==> config.mk <==
export PLATFORM = sky130hd
export DESIGN_NAME = bq_cascade
export DESIGN_NICKNAME = d
export VERILOG_FILES = /design/src/rtl/bq_pkg.sv /design/src/rtl/bq_mac.sv /design/src/rtl/bq_cascade.sv
export SDC_FILE = /design/constraint.sdc
export NUM_CORES = 1
export LEC_CHECK = 0
export BUFFER_PORTS_ARGS = -buffer_cell sky130_fd_sc_hd__buf_4
export CORE_ASPECT_RATIO = 0.6
export CORE_MARGIN = 10
export CORE_UTILIZATION = 30
export DETAILED_ROUTE_END_ITERATION = 7
export SLEW_MARGIN = 20
export SYNTH_ARGS = -nofsm -noshare
export SYNTH_HDL_FRONTEND = slang
export SYNTH_SLANG_ARGS = --single-unit
==> constraint.sdc <==
create_clock -name wb_clk_i -period 13.37 [get_ports wb_clk_i]
set_clock_uncertainty 0.2 [all_clocks]
set_input_delay 1.337 -clock wb_clk_i [delete_from_list [all_inputs] [get_ports wb_clk_i]]
set_output_delay 1.337 -clock wb_clk_i [all_outputs]
set_load 0.01 [all_outputs]
==> src/rtl/bq_pkg.sv <==
// Shared definitions for the biquad cascade: coefficient slots, FSM states,
// register word offsets and the output saturation helper.
// No logic of its own; imported by bq_mac and bq_cascade.
package bq_pkg;

  // Coefficient slot order inside a section; also the MAC step order.
  localparam logic [2:0] B0 = 3'd0;
  localparam logic [2:0] B1 = 3'd1;
  localparam logic [2:0] B2 = 3'd2;
  localparam logic [2:0] A1 = 3'd3;
  localparam logic [2:0] A2 = 3'd4;
  localparam int         NCOEF = 5;

  typedef enum logic [1:0] {ST_IDLE, ST_MAC, ST_FIN, ST_OUT} state_t;

  // Register offsets as 32-bit word indices (byte offset >> 2).
  localparam logic [5:0] WORD_CTRL   = 6'h00;
  localparam logic [5:0] WORD_STATUS = 6'h01;
  localparam logic [5:0] WORD_COEF   = 6'h10;

  // Clamp a signed value to the range of a w-bit two's complement number.
  function automatic logic signed [63:0] saturate(input logic signed [63:0] v,
                                                  input int unsigned w);
    logic signed [63:0] hi;
    logic signed [63:0] lo;
    hi = (64'sd1 <<< (w - 1)) - 64'sd1;
    lo = -(64'sd1 <<< (w - 1));
    if (v > hi)      return hi;
    else if (v < lo) return lo;
    else             return v;
  endfunction

endpackage

==> src/rtl/bq_mac.sv <==
// Shared signed multiply-accumulate: acc <= (clear ? 0 : acc) +/- sample*coef.
// Latency: one cycle per product; acc_o is the registered running sum.
// No backpressure; accumulates only on cycles where en_i is high.
module bq_mac
  import bq_pkg::*;
#(
  parameter int DW   = 12,
  parameter int CW   = 16,
  parameter int ACCW = 32
) (
  input  logic                   clk_i,
  input  logic                   rst_ni,
  input  logic                   en_i,
  input  logic                   clear_i,
  input  logic                   sub_i,
  input  logic signed [DW-1:0]   sample_i,
  input  logic signed [CW-1:0]   coef_i,
  output logic signed [ACCW-1:0] acc_o
);

  logic signed [ACCW-1:0] prod;
  logic signed [ACCW-1:0] base;
  logic signed [ACCW-1:0] acc_d;
  logic signed [ACCW-1:0] acc_q;

  // Operands are sign-extended to the accumulator width before multiplying.
  assign prod  = ACCW'(sample_i) * ACCW'(coef_i);
  assign base  = clear_i ? '0 : acc_q;
  assign acc_d = sub_i ? (base - prod) : (base + prod);

  // Accumulator register, updated only while a section is being evaluated.
  always_ff @(posedge clk_i or negedge rst_ni) begin
    if (!rst_ni)   acc_q <= '0;
    else if (en_i) acc_q <= acc_d;
  end

  assign acc_o = acc_q;

endmodule

==> src/rtl/bq_cascade.sv <==
// Cascade of SECTIONS DF-I biquads on one shared MAC, coefficients over Wishbone.
// Latency: x_valid to y_valid is 6*SECTIONS+1 cycles; BQ_ROUND_EN selects rounding.
// No input backpressure: x_valid while busy is dropped and flagged; CTRL/coef writes stall while busy.
module bq_cascade
  import bq_pkg::*;
#(
  parameter int          DW        = 12,
  parameter int          CW        = 16,
  parameter int          SECTIONS  = 2,
  parameter int          ACCW      = 32,
  parameter logic [31:0] BASE_ADDR = 32'h3000_0000
) (
  input  logic          wb_clk_i,
  input  logic          nreset,
  input  logic          wb_cyc_i,
  input  logic          wb_stb_i,
  input  logic          wb_we_i,
  input  logic [31:0]   wb_adr_i,
  input  logic [31:0]   wb_dat_i,
  output logic          wb_ack_o,
  output logic [31:0]   wb_dat_o,
  input  logic          x_valid,
  input  logic [DW-1:0] x,
  output logic          y_valid,
  output logic [DW-1:0] y,
  output logic          busy
);

  localparam int SW = (SECTIONS > 1) ? $clog2(SECTIONS) : 1;

  state_t                 state_q;
  logic [SW-1:0]          sec_q;
  logic [2:0]             k_q;
  logic signed [DW-1:0]   x0_q, y_q;
  logic                   y_valid_q;
  logic signed [DW-1:0]   x1_q [SECTIONS];
  logic signed [DW-1:0]   x2_q [SECTIONS];
  logic signed [DW-1:0]   y1_q [SECTIONS];
  logic signed [DW-1:0]   y2_q [SECTIONS];
  logic signed [CW-1:0]   coef_q [SECTIONS][NCOEF];
  logic                   enable_q, sat_q, ovr_q, ack_q;
  logic [31:0]            dat_q;

  logic                   busy_w;
  logic signed [DW-1:0]   operand;
  logic signed [ACCW-1:0] acc, acc_rnd, r_full;
  logic signed [63:0]     sat64;
  logic signed [DW-1:0]   r_sat;
  logic                   clip, sat_set, ovr_set;

  assign busy_w = (state_q != ST_IDLE);

  // ---------------- Wishbone decode ----------------
  logic [5:0]    word, cidx;
  logic [SW-1:0] c_sec;
  logic [2:0]    c_k;
  logic          wb_match, is_ctrl, is_stat, is_coef, stall, accept, wr, clr_hist;
  logic [31:0]   rd_dat;
  logic          unused_bits;

  assign word     = wb_adr_i[7:2];
  assign cidx     = word - WORD_COEF;
  assign c_sec    = cidx[3 +: SW];
  assign c_k      = cidx[2:0];
  assign wb_match = wb_cyc_i & wb_stb_i & (wb_adr_i[31:8] == BASE_ADDR[31:8]);
  assign is_ctrl  = (word == WORD_CTRL);
  assign is_stat  = (word == WORD_STATUS);
  // Only sections that fit in the 256-byte window and exist are mapped.
  assign is_coef  = (word >= WORD_COEF) && (c_k < 3'd5) && (int'(cidx[5:3]) < SECTIONS);
  // Config writes wait for IDLE so coefficients never change mid-sample.
  assign stall    = wb_we_i & busy_w & (is_ctrl | is_coef);
  // Accept at most every other cycle so ack can never be high twice in a row.
  assign accept   = wb_match & ~ack_q & ~stall;
  assign wr       = accept & wb_we_i;
  assign clr_hist = wr & is_ctrl & wb_dat_i[1];
  assign unused_bits = ^{wb_adr_i[1:0], wb_dat_i[31:CW]};

  // Read mux; unmapped offsets read as zero.
  always_comb begin
    rd_dat = '0;
    if (is_ctrl)      rd_dat = {31'b0, enable_q};
    else if (is_stat) rd_dat = {29'b0, ovr_q, sat_q, busy_w};
    else if (is_coef) rd_dat = 32'(coef_q[c_sec][c_k]);
  end

  // Bus-side registers: ack/data, CTRL, sticky status and coefficient store.
  always_ff @(posedge wb_clk_i or negedge nreset) begin
    if (!nreset) begin
      ack_q    <= 1'b0;
      dat_q    <= '0;
      enable_q <= 1'b0;
      sat_q    <= 1'b0;
      ovr_q    <= 1'b0;
      for (int s = 0; s < SECTIONS; s++)
        for (int k = 0; k < NCOEF; k++) coef_q[s][k] <= '0;
    end else begin
      ack_q <= accept;
      if (accept && !wb_we_i) dat_q <= rd_dat;
      if (wr && is_ctrl) enable_q <= wb_dat_i[0];
      if (wr && is_coef) coef_q[c_sec][c_k] <= wb_dat_i[CW-1:0];
      if (sat_set)                           sat_q <= 1'b1;
      else if (wr && is_stat && wb_dat_i[1]) sat_q <= 1'b0;
      if (ovr_set)                           ovr_q <= 1'b1;
      else if (wr && is_stat && wb_dat_i[2]) ovr_q <= 1'b0;
    end
  end

  // ---------------- Datapath ----------------
  // Step k picks the history term matching coefficient k of the current section.
  always_comb begin
    operand = x0_q;
    case (k_q)
      B1:      operand = x1_q[sec_q];
      B2:      operand = x2_q[sec_q];
      A1:      operand = y1_q[sec_q];
      A2:      operand = y2_q[sec_q];
      default: operand = x0_q;
    endcase
  end

  bq_mac #(.DW(DW), .CW(CW), .ACCW(ACCW)) u_mac (
    .clk_i    (wb_clk_i),
    .rst_ni   (nreset),
    .en_i     (state_q == ST_MAC),
    .clear_i  (k_q == B0),
    .sub_i    (k_q >= A1),
    .sample_i (operand),
    .coef_i   (coef_q[sec_q][k_q]),
    .acc_o    (acc)
  );

`ifdef BQ_ROUND_EN
  localparam logic signed [ACCW-1:0] RND = ACCW'(1) << (CW - 3);
  assign acc_rnd = acc + RND;
`else
  assign acc_rnd = acc;
`endif

  // Rescale from Q2.(CW-2) products back to sample units, then clamp.
  assign r_full  = acc_rnd >>> (CW - 2);
  assign sat64   = saturate(64'(r_full), DW);
  assign r_sat   = DW'(sat64);
  assign clip    = (sat64 != 64'(r_full));
  assign sat_set = (state_q == ST_FIN) & clip;
  assign ovr_set = x_valid & busy_w;

  // Sequencer: 5 MAC steps + 1 FIN per section, then one OUT cycle.
  always_ff @(posedge wb_clk_i or negedge nreset) begin
    if (!nreset) begin
      state_q   <= ST_IDLE;
      sec_q     <= '0;
      k_q       <= '0;
      x0_q      <= '0;
      y_q       <= '0;
      y_valid_q <= 1'b0;
      for (int s = 0; s < SECTIONS; s++) begin
        x1_q[s] <= '0;
        x2_q[s] <= '0;
        y1_q[s] <= '0;
        y2_q[s] <= '0;
      end
    end else begin
      y_valid_q <= 1'b0;
      if (clr_hist) begin
        for (int s = 0; s < SECTIONS; s++) begin
          x1_q[s] <= '0;
          x2_q[s] <= '0;
          y1_q[s] <= '0;
          y2_q[s] <= '0;
        end
      end
      case (state_q)
        ST_IDLE: if (x_valid && enable_q) begin
          x0_q    <= x;
          sec_q   <= '0;
          k_q     <= B0;
          state_q <= ST_MAC;
        end
        ST_MAC: begin
          if (k_q == A2) state_q <= ST_FIN;
          else           k_q     <= k_q + 3'd1;
        end
        ST_FIN: begin
          x2_q[sec_q] <= x1_q[sec_q];
          x1_q[sec_q] <= x0_q;
          y2_q[sec_q] <= y1_q[sec_q];
          y1_q[sec_q] <= r_sat;
          x0_q        <= r_sat;   // section output feeds the next section
          k_q         <= B0;
          if (sec_q == SW'(SECTIONS - 1)) begin
            state_q <= ST_OUT;
          end else begin
            sec_q   <= sec_q + SW'(1);
            state_q <= ST_MAC;
          end
        end
        ST_OUT: begin
          y_q       <= x0_q;
          y_valid_q <= 1'b1;
          state_q   <= ST_IDLE;
        end
        default: state_q <= ST_IDLE;
      endcase
    end
  end

  assign wb_ack_o = ack_q;
  assign wb_dat_o = dat_q;
  assign y_valid  = y_valid_q;
  assign y        = y_q;
  assign busy     = busy_w;

endmodule
==> out/metrics.yaml, run 1 <==
status: "finished, final reports clean"
relSlewSlack_pct: 24.0
finalHoldViolCount: 0
syn_area_um2: 26100
syn_to_final_growth_pct: 11.9
max-cap-violations: 0
final_util_pct: 34.0
fmax_mhz: 85.0
port_buffers: 110
track_usage_pct: 15.0
cp-end-kind: "flip-flop"
cp_top_family: "compound AO/OA/AOI/OAI gates"
die_h_um: 249
gp_congestion: 0.846
worst_ep_required_time_ns: 13.61
drt_iter0_drc: 1896
ctsRootBufferMaster: "clkbuf_16"
cpPeakStageDelay_ns: 0.87
nets: 2902
worstMarginPinSlew_ns: 1.14
num_io_pins: 129
clkSinkCount: 339
critical_path_buf_inv_count: 7
clock_latency_ns: 0.56
met1_usage_pct: 24.2
synth_cell_types: 93
cts_buffers: 34
place.detailed.hpwl_um: 56500
grt_use_met2_pct: 18.8
drcViolationCount: 0
ir_worst_vdd_mv: 0.0929
first_global_vias: 19200
holdBufCountCts: 0
antenna_left: 0
routed_wirelength_um: 75700
ys_dominant_reg_cell: "dfrtp_1"
ys_ff_latch: 339
synthCells: 2513
vias: 19400
htree_levels: 2
postCtsSetupBuffers: 0
via_per_inst: 5.21
async_flop_share_pct: 100
rows: 83
cp_num_cells: 39
criticalPathCategory: "flip-flop to flip-flop"
rrSetupSlack_ns: 1.60
final_cells: 3717
crit_slowest_cell: "a2111oi_0"
overflow: 0
reg2reg_depth: 39
post-route-min-period_ns: 11.77
rsz0062_at_grt: "no"
yosysSeqAreaShare_pct: 32.5
gr-usage-met3_pct: 4.90
die_area_um2: 99700
worstHoldPathCells: 2
dp_cells: 3654
grt_pass1_wl_um: 119000
power.leakage_uw: 0.0138
grt_busiest_layer: "met1"
clockBufferDepth: 3
synth_edf_count: 0
grt_max_degree: 86
drtPass1Iterations: 5
start_util_pct: 30.4
total_power_uw: 2090
start_kind: "flip-flop"
finalSetupViolCount: 0
powerDensity_nw_per_um2: 71.3
regToRegEndpoint: "u_mac.acc_o[31]$_DFFE_PN0P_"
worstSetupEndpoint: "u_mac.acc_o[31]$_DFFE_PN0P_"
startpoint: "k_q[1]$_DFFE_PN0P_"
core_area_um2: 86000
syn_nets: 2871
post_cts_resized: 0
fin_tns_setup_ns: 0
antenna_found_initial: 1
layout_common_cells: "337 x dfrtp_1, 249 x inv_1, 222 x nand2_1, 180 x fa_1, 179 x mux2_2"
drive_above_1_share_pct: 19.8
rr_startpoint: "k_q[1]$_DFFE_PN0P_"
period_share_pct: 88.0
yosysWarningCount: 0
hp-class: "flip-flop to flip-flop"
arrival_ns: 12.01
avgSynthCellArea_um2: 10.4
post_drt_wl_per_cell_um: 20.4
path_max_fanout: 17
cts_tree: "done"
die_w_um: 401
final_common_cell: "dfrtp_1"
final-max-slew-violation-count: 0
clk_pin_slew_ns: 0.07
## tightest hold or removal path, cell delays in order, from the launching register on
cell	delay, ns
dfrtp_1	0.34
nand2_1	0.05
o31ai_1	0.05
## sequential cells by signal, summed over array words and instances, names as in the netlist
signal / cells
y2_q: 24
y: 12
u_mac.acc_o: 32
ovr_q: 1
wb_ack_o: 1
y1_q: 24
enable_q: 1
state_q: 2
y_valid: 1
x1_q: 24
sec_q: 1
x0_q: 12
coef_q: 160
sat_q: 1
k_q: 3
x2_q: 24
wb_dat_o: 16
## metrics by stage
stage | area (µm²) | hold slack [ns] | setup WS (ns)
after floorplan | 26100 | 0.237 | 3.36
after global placement | 28100 | 0.251 | 1.82
after global routing | 29200 | 0.302 | 0.908
final | 29200 | 0.270 | 1.60
after detailed placement | 28100 | 0.259 | 1.85
after CTS | 29200 | 0.274 | 1.82
## worst min path at each step
stage / from / to
after floorplan: u_mac.acc_o[1]$_DFFE_PN0P_ / u_mac.acc_o[1]$_DFFE_PN0P_
after global placement: u_mac.acc_o[1]$_DFFE_PN0P_ / u_mac.acc_o[1]$_DFFE_PN0P_
after detailed placement: u_mac.acc_o[11]$_DFFE_PN0P_ / u_mac.acc_o[11]$_DFFE_PN0P_
after CTS: u_mac.acc_o[11]$_DFFE_PN0P_ / u_mac.acc_o[11]$_DFFE_PN0P_
after global routing: u_mac.acc_o[5]$_DFFE_PN0P_ / u_mac.acc_o[5]$_DFFE_PN0P_
final: u_mac.acc_o[11]$_DFFE_PN0P_ / u_mac.acc_o[11]$_DFFE_PN0P_
## cell families after synthesis
logic type	after synthesis	synth area share [%]
muxes	304	15.3
and+or+nand+nor	581	10.9
AOI/OAI and AO/OA	520	13.9
DFF	339	32.5
adders and majority gates	276	18.4
buffers and inverters	418	6.52
xor gates and xnor gates	75	2.51
## final cells by class
| class | count | area, µm² |
|---|---|---|
| antenna | 1 | 2.50 |
| timing repair buffer | 164 | 1250 |
| clock buffer | 47 | 990 |
| fill | 8691 | 56700 |
| tap | 1147 | 1440 |
| sequential | 339 | 8490 |
| inverter | 249 | 935 |
| clock inverter | 14 | 135 |
| multi-input combinational | 1756 | 16000 |
## per-layer routing
| layer | wire [µm] | part of all wire (%) |
|---|---|---|
| met3 | 8000 | 11 |
| met1 | 39200 | 52 |
| met5 | 0 | 0 |
| met4 | 874 | 1.2 |
| met2 | 27600 | 36 |
## synthesized netlist by cell type, drive strengths merged (21+ instances only)
cell | n | share of area (%)
dfrtp | 339 | 32
ha | 96 | 4.6
nor3 | 43 | 0.88
nand3 | 21 | 0.42
o21ai | 115 | 2.2
o2bb2ai | 28 | 0.96
xor2 | 30 | 1.0
nand2 | 223 | 3.2
and2 | 67 | 1.6
mux4 | 57 | 4.9
inv | 249 | 3.6
nor2 | 99 | 1.4
nor2b | 37 | 0.89
a211oi | 21 | 0.62
buf | 73 | 1.5
clkbuf | 96 | 1.4
mux2i | 59 | 2.3
mux2 | 188 | 8.1
fa | 180 | 14
a221oi | 27 | 0.93
xnor2 | 45 | 1.5
a22o | 76 | 2.5
a21oi | 105 | 2.0
nand2b | 22 | 0.53
## power breakdown
part | leakage, µW | internal (µW) | switching, µW
Combinational | 0.00869 | 21.0 | 47.6
Sequential | 0.00459 | 1030 | 0.0350
Clock | 0.000548 | 528 | 464
Total | 0.0138 | 1570 | 511
Note: power is estimated with default switching activity, not from simulation.
==> run 2: changes to the inputs <==
--- a/config.mk
+++ b/config.mk
@@ -10,6 +10,7 @@
 export CORE_MARGIN = 10
 export CORE_UTILIZATION = 30
 export DETAILED_ROUTE_END_ITERATION = 7
+export RECOVER_POWER = 25
 export SLEW_MARGIN = 20
 export SYNTH_ARGS = -nofsm -noshare
 export SYNTH_HDL_FRONTEND = slang
==> out/metrics.yaml, run 2 (synthesis results as in run 1) <==
num_io_pins: 129
switchingPower_uw: 511
design_area_um2: 29200
cellInternalPower_uw: 1570
finalSetupViolCount: 0
rsz0062_at_grt: "no"
post_drt_wl_per_cell_um: 20.4
cp-end-kind: "flip-flop"
arrival_ns: 11.94
nets: 2902
worstHoldPathCells: 2
whs_ns: 0.271
total_power_uw: 2080
grt_pass1_wl_um: 119000
gp_congestion: 0.846
syn_to_final_growth_pct: 11.8
clockPowerShare_pct: 47.6
drive_above_1_share_pct: 19.7
rr_startpoint: "k_q[1]$_DFFE_PN0P_"
regToRegEndpoint: "u_mac.acc_o[31]$_DFFE_PN0P_"
n_fill_cell: 8693
path_max_fanout: 17
drcViolationCount: 0
overflow: 0
port_buffers: 110
track_usage_pct: 15.0
drt_iter0_drc: 1902
start_util_pct: 30.4
die_area_um2: 99700
via_per_inst: 5.19
status: "finished with violations"
htree_levels: 2
holdPathEnd: "u_mac.acc_o[11]$_DFFE_PN0P_"
rrSetupSlack_ns: 1.67
fmax_mhz: 85.5
cts_buffers: 34
core_area_um2: 86000
die_h_um: 249
placed_cell_area_um2: 28100
clk_pin_slew_ns: 0.07
clockBufferDepth: 3
ir_worst_vdd_mv: 0.0921
worst_ep_required_time_ns: 13.61
die_w_um: 401
final-max-slew-violation-count: 212
vias: 19300
grt_max_degree: 86
violations: "max-capacitance violations, max-slew violations"
clkSinkCount: 339
period_share_pct: 87.5
layout_common_cells: "337 x dfrtp_1, 249 x inv_1, 222 x nand2_1, 180 x fa_1, 179 x mux2_2"
antenna_found_initial: 1
place.detailed.hpwl_um: 56500
final_common_cell: "dfrtp_1"
fin_tns_setup_ns: 0
antenna_left: 0
post_cts_resized: 0
crit_slowest_cell: "a2111oi_0"
cpPeakStageDelay_ns: 0.87
swShare_pct: 24.5
ctsRootBufferMaster: "clkbuf_16"
powerDensity_nw_per_um2: 71.3
postCtsSetupBuffers: 0
finalHoldViolCount: 0
power_frac_comb_pct: 3.3
largest-register: "coef_q"
power.leakage_uw: 0.0138
holdBufCountCts: 0
worstMarginPinSlew_ns: 4.66
p_seq_share_pct: 49.2
rows: 83
drtPass1Iterations: 5
relSlewSlack_pct: -211
largest_reg_flops: 160
routed_wirelength_um: 75700
start_kind: "flip-flop"
criticalPathCategory: "flip-flop to flip-flop"
post-route-min-period_ns: 11.70
first_global_vias: 19200
cts_tree: "done"
reg2reg_depth: 39
min_from: "u_mac.acc_o[11]$_DFFE_PN0P_"
hp-class: "flip-flop to flip-flop"
max-cap-violations: 3
clock_latency_ns: 0.56
-- run 2: cell types whose count changed in the layout (fill, tap and decap cells not counted) --
cell / before / now
buf_4: 161 / 160
buf_6: 1 / 0
buf_8: 1 / 0
clkbuf_1: 4 / 7
-- run 2: final cells by class --
class	count	area (µm²)	area share (%)
Clock buffer	47	990	3.39
Antenna cell	1	2.50	0.00856
Timing Repair Buffer	164	1230	4.22
Multi-Input combinational cell	1756	16000	54.8
Inverter	249	935	3.20
Clock inverter	14	135	0.462
Sequential cell	339	8490	29.0
Tap cell	1147	1440	4.91
-- run 2: power groups by stage --
stage	Clock, µW	Combinational [µW]	Sequential, µW
after floorplan	0	22.7	1050
after global placement	0	69.4	1040
after detailed placement	0	69.8	1040
after CTS	1010	69.8	1030
after global routing	1060	75.6	1020
final	991	67.8	1030
-- run 2: worst max-delay path by stage --
stage                                   to          startpoint  slack (ns)
2_1_floorplan  u_mac.acc_o[31]$_DFFE_PN0P_  k_q[2]$_DFFE_PN0P_        3.36
3_3_place_gp   u_mac.acc_o[31]$_DFFE_PN0P_  k_q[1]$_DFFE_PN0P_        1.82
3_5_place_dp   u_mac.acc_o[31]$_DFFE_PN0P_   sec_q$_DFFE_PN0P_        1.85
4_1_cts        u_mac.acc_o[31]$_DFFE_PN0P_   sec_q$_DFFE_PN0P_        1.82
5_1_grt        u_mac.acc_o[31]$_DFFE_PN0P_  k_q[1]$_DFFE_PN0P_        0.91
6_report       u_mac.acc_o[31]$_DFFE_PN0P_  k_q[1]$_DFFE_PN0P_        1.67
-- run 2: worst max-delay path, delay by kind of cell (launching register included) --
kind,cells,cell delay (ns)
flip-flops,1,0.35
multiplexers,1,0.16
XOR/XNOR,1,0.11
AO/OA/AOI/OAI,13,4.79
buffers and inverters,7,1.40
AND/OR/NAND/NOR,9,1.14
adder cells (fa/ha/maj),8,3.42
-- run 2: routing by layer --
layer	GRT usage [%]	vias up	part of all wire (%)
met4	2.02	0	1.1
met1	24.2	9738	52
met3	4.90	63	10
li1	-	8830	-
met2	18.8	651	37
met5	0	-	0
-- run 2: stage by stage --
stage	cells	utilization (%)	setup WS, ns
6_report	3717	34.0	1.67
5_1_grt	3716	34.0	0.908
4_1_cts	3715	34.0	1.82
3_5_place_dp	3654	32.7	1.85
3_3_place_gp	3654	32.7	1.82
2_1_floorplan	2513	-	3.36
==> run 3: changes to the inputs <==
--- a/config.mk
+++ b/config.mk
@@ -6,7 +6,7 @@
 export NUM_CORES = 1
 export LEC_CHECK = 0
 export BUFFER_PORTS_ARGS = -buffer_cell sky130_fd_sc_hd__buf_4
-export CORE_ASPECT_RATIO = 0.6
+export CORE_ASPECT_RATIO = 1.4
 export CORE_MARGIN = 10
 export CORE_UTILIZATION = 30
 export DETAILED_ROUTE_END_ITERATION = 7
==> out/metrics.yaml, run 3 (synthesis results as in run 1) <==
status: "finished with violations"
violations: "max-capacitance violations, max-slew violations"
postCtsSetupBuffers: 0
die_w_um: 269
via_per_inst: 5.09
core_area_um2: 86800
grt_pass1_wl_um: 114000
holdPathEnd: "u_mac.acc_o[1]$_DFFE_PN0P_"
clk_pin_slew_ns: 0.06
clkSinkCount: 339
worstMarginPinSlew_ns: 5.00
syn_to_final_growth_pct: 11.6
first_global_vias: 20100
clockBufferDepth: 3
htree_levels: 2
post_drt_wl_per_cell_um: 19.1
crit_slowest_cell: "ha_1"
powerDensity_nw_per_um2: 71.0
cts_tree: "done"
relSlewSlack_pct: -233
path_max_fanout: 20
regArea_um2: 8490
drtPass1Iterations: 5
reg2reg_depth: 39
rows: 128
grt_max_degree: 159
dp_cells: 3673
largest-register: "coef_q"
cp-end-kind: "flip-flop"
finalHoldViolCount: 0
cts_buffers: 35
place.detailed.hpwl_um: 50900
overflow: 0
ir_worst_vdd_mv: 0.0923
routed_wirelength_um: 71200
max-cap-violations: 3
period_share_pct: 82.1
n_fill_cell: 8866
final_cells: 3734
die_area_um2: 99500
fmax_mhz: 91.1
criticalPathCategory: "flip-flop to flip-flop"
worstHoldPathCells: 2
vias: 19000
antenna_left: 0
rr_startpoint: "k_q[1]$_DFFE_PN0P_"
arrival_ns: 11.20
gp_congestion: 0.837
clock_latency_ns: 0.56
crit_top_cell: "fa_1"
final_util_pct: 33.6
layout_common_cells: "337 x dfrtp_1, 249 x inv_1, 223 x nand2_1, 180 x fa_1, 179 x mux2_2"
num_io_pins: 129
post_cts_resized: 0
drcViolationCount: 0
track_usage_pct: 14.2
rrSetupSlack_ns: 2.39
total_power_uw: 2070
final_common_cell: "dfrtp_1"
final-max-slew-violation-count: 186
start_util_pct: 30.1
multi_input_area_um2: 16000
fin_tns_setup_ns: 0
drive_above_1_share_pct: 18.8
antenna_found_initial: 1
holdBufCountCts: 0
port_buffers: 110
ctsRootBufferMaster: "clkbuf_16"
rsz0062_at_grt: "no"
nets: 2899
post-route-min-period_ns: 10.98
min_from: "u_mac.acc_o[1]$_DFFE_PN0P_"
finalSetupViolCount: 0
hp-class: "flip-flop to flip-flop"
drt_iter0_drc: 1074
cpPeakStageDelay_ns: 0.66
start_kind: "flip-flop"
largest_reg_flops: 160
worst_ep_required_time_ns: 13.59
die_h_um: 369
regToRegEndpoint: "u_mac.acc_o[31]$_DFFE_PN0P_"
power.leakage_uw: 0.0138
-- run 3: cell types whose count changed in the layout (fill, tap and decap cells not counted), moves of 2 or more --
| cell | delta |
|---|---|
| buf_4 | -6 |
| bufinv_16 | +2 |
| clkbuf_1 | +8 |
| clkbuf_8 | -5 |
| clkinv_2 | -3 |
| nor2_1 | +2 |
| nor2_2 | -2 |
-- run 3: worst max-delay path, delay by kind of cell, from the launching register on --
| kind | cells | cell delay, ns |
|---|---|---|
| adder cells (fa/ha/maj) | 9 | 4.08 |
| AO/OA/AOI/OAI | 14 | 3.08 |
| AND/OR/NAND/NOR | 7 | 1.65 |
| buffers and inverters | 7 | 1.00 |
| flip-flops | 1 | 0.34 |
| XOR/XNOR | 1 | 0.34 |
| multiplexers | 1 | 0.16 |
-- run 3: per-layer routing --
| metal | vias up | GRT usage, % | share of wire [%] | wire (µm) |
|---|---|---|---|---|
| met5 | - | 0 | 0 | 0 |
| met4 | 0 | 5.52 | 3.7 | 2640 |
| met3 | 98 | 1.63 | 3.5 | 2500 |
| met2 | 360 | 26.5 | 53 | 37500 |
| met1 | 9739 | 16.4 | 40 | 28600 |
| li1 | 8791 | - | - | - |
-- run 3: worst max path at each step --
stage                  startpoint                          end  slack [ns]  cells past startpoint
3_5_place_dp   k_q[1]$_DFFE_PN0P_  u_mac.acc_o[31]$_DFFE_PN0P_        2.41                     39
4_1_cts        k_q[1]$_DFFE_PN0P_  u_mac.acc_o[31]$_DFFE_PN0P_        2.33                     39
5_1_grt        k_q[1]$_DFFE_PN0P_  u_mac.acc_o[31]$_DFFE_PN0P_        1.76                     39
2_1_floorplan  k_q[2]$_DFFE_PN0P_  u_mac.acc_o[31]$_DFFE_PN0P_        3.36                     41
6_report       k_q[1]$_DFFE_PN0P_  u_mac.acc_o[31]$_DFFE_PN0P_        2.39                     39
3_3_place_gp   k_q[1]$_DFFE_PN0P_  u_mac.acc_o[31]$_DFFE_PN0P_        2.40                     39
-- run 3: cell type report --
type / instances / share of cell area (%)
clock inverters: 10 / 0.450
inverters: 249 / 3.20
diodes: 1 / 0.00858
clock buffers: 49 / 3.32
repair buffers: 160 / 4.10
well taps: 1170 / 5.02
flip-flops and latches: 339 / 29.1
multi-input cells: 1756 / 54.8
-- run 3: report_power, final --
group          switching (µW)  internal, µW
logic                    47.1          20.6
registers              0.0473          1030
clock network             429           547
total                     476          1590
-- run 3: metrics by stage --
stage	hold WS (ns)	setup slack, ns	instance area (µm²)
floorplan	0.237	3.36	26100
global placement	0.252	2.40	28100
detailed placement	0.254	2.41	28100
CTS	0.270	2.33	29200
global route	0.299	1.76	29200
finish	0.270	2.39	29200
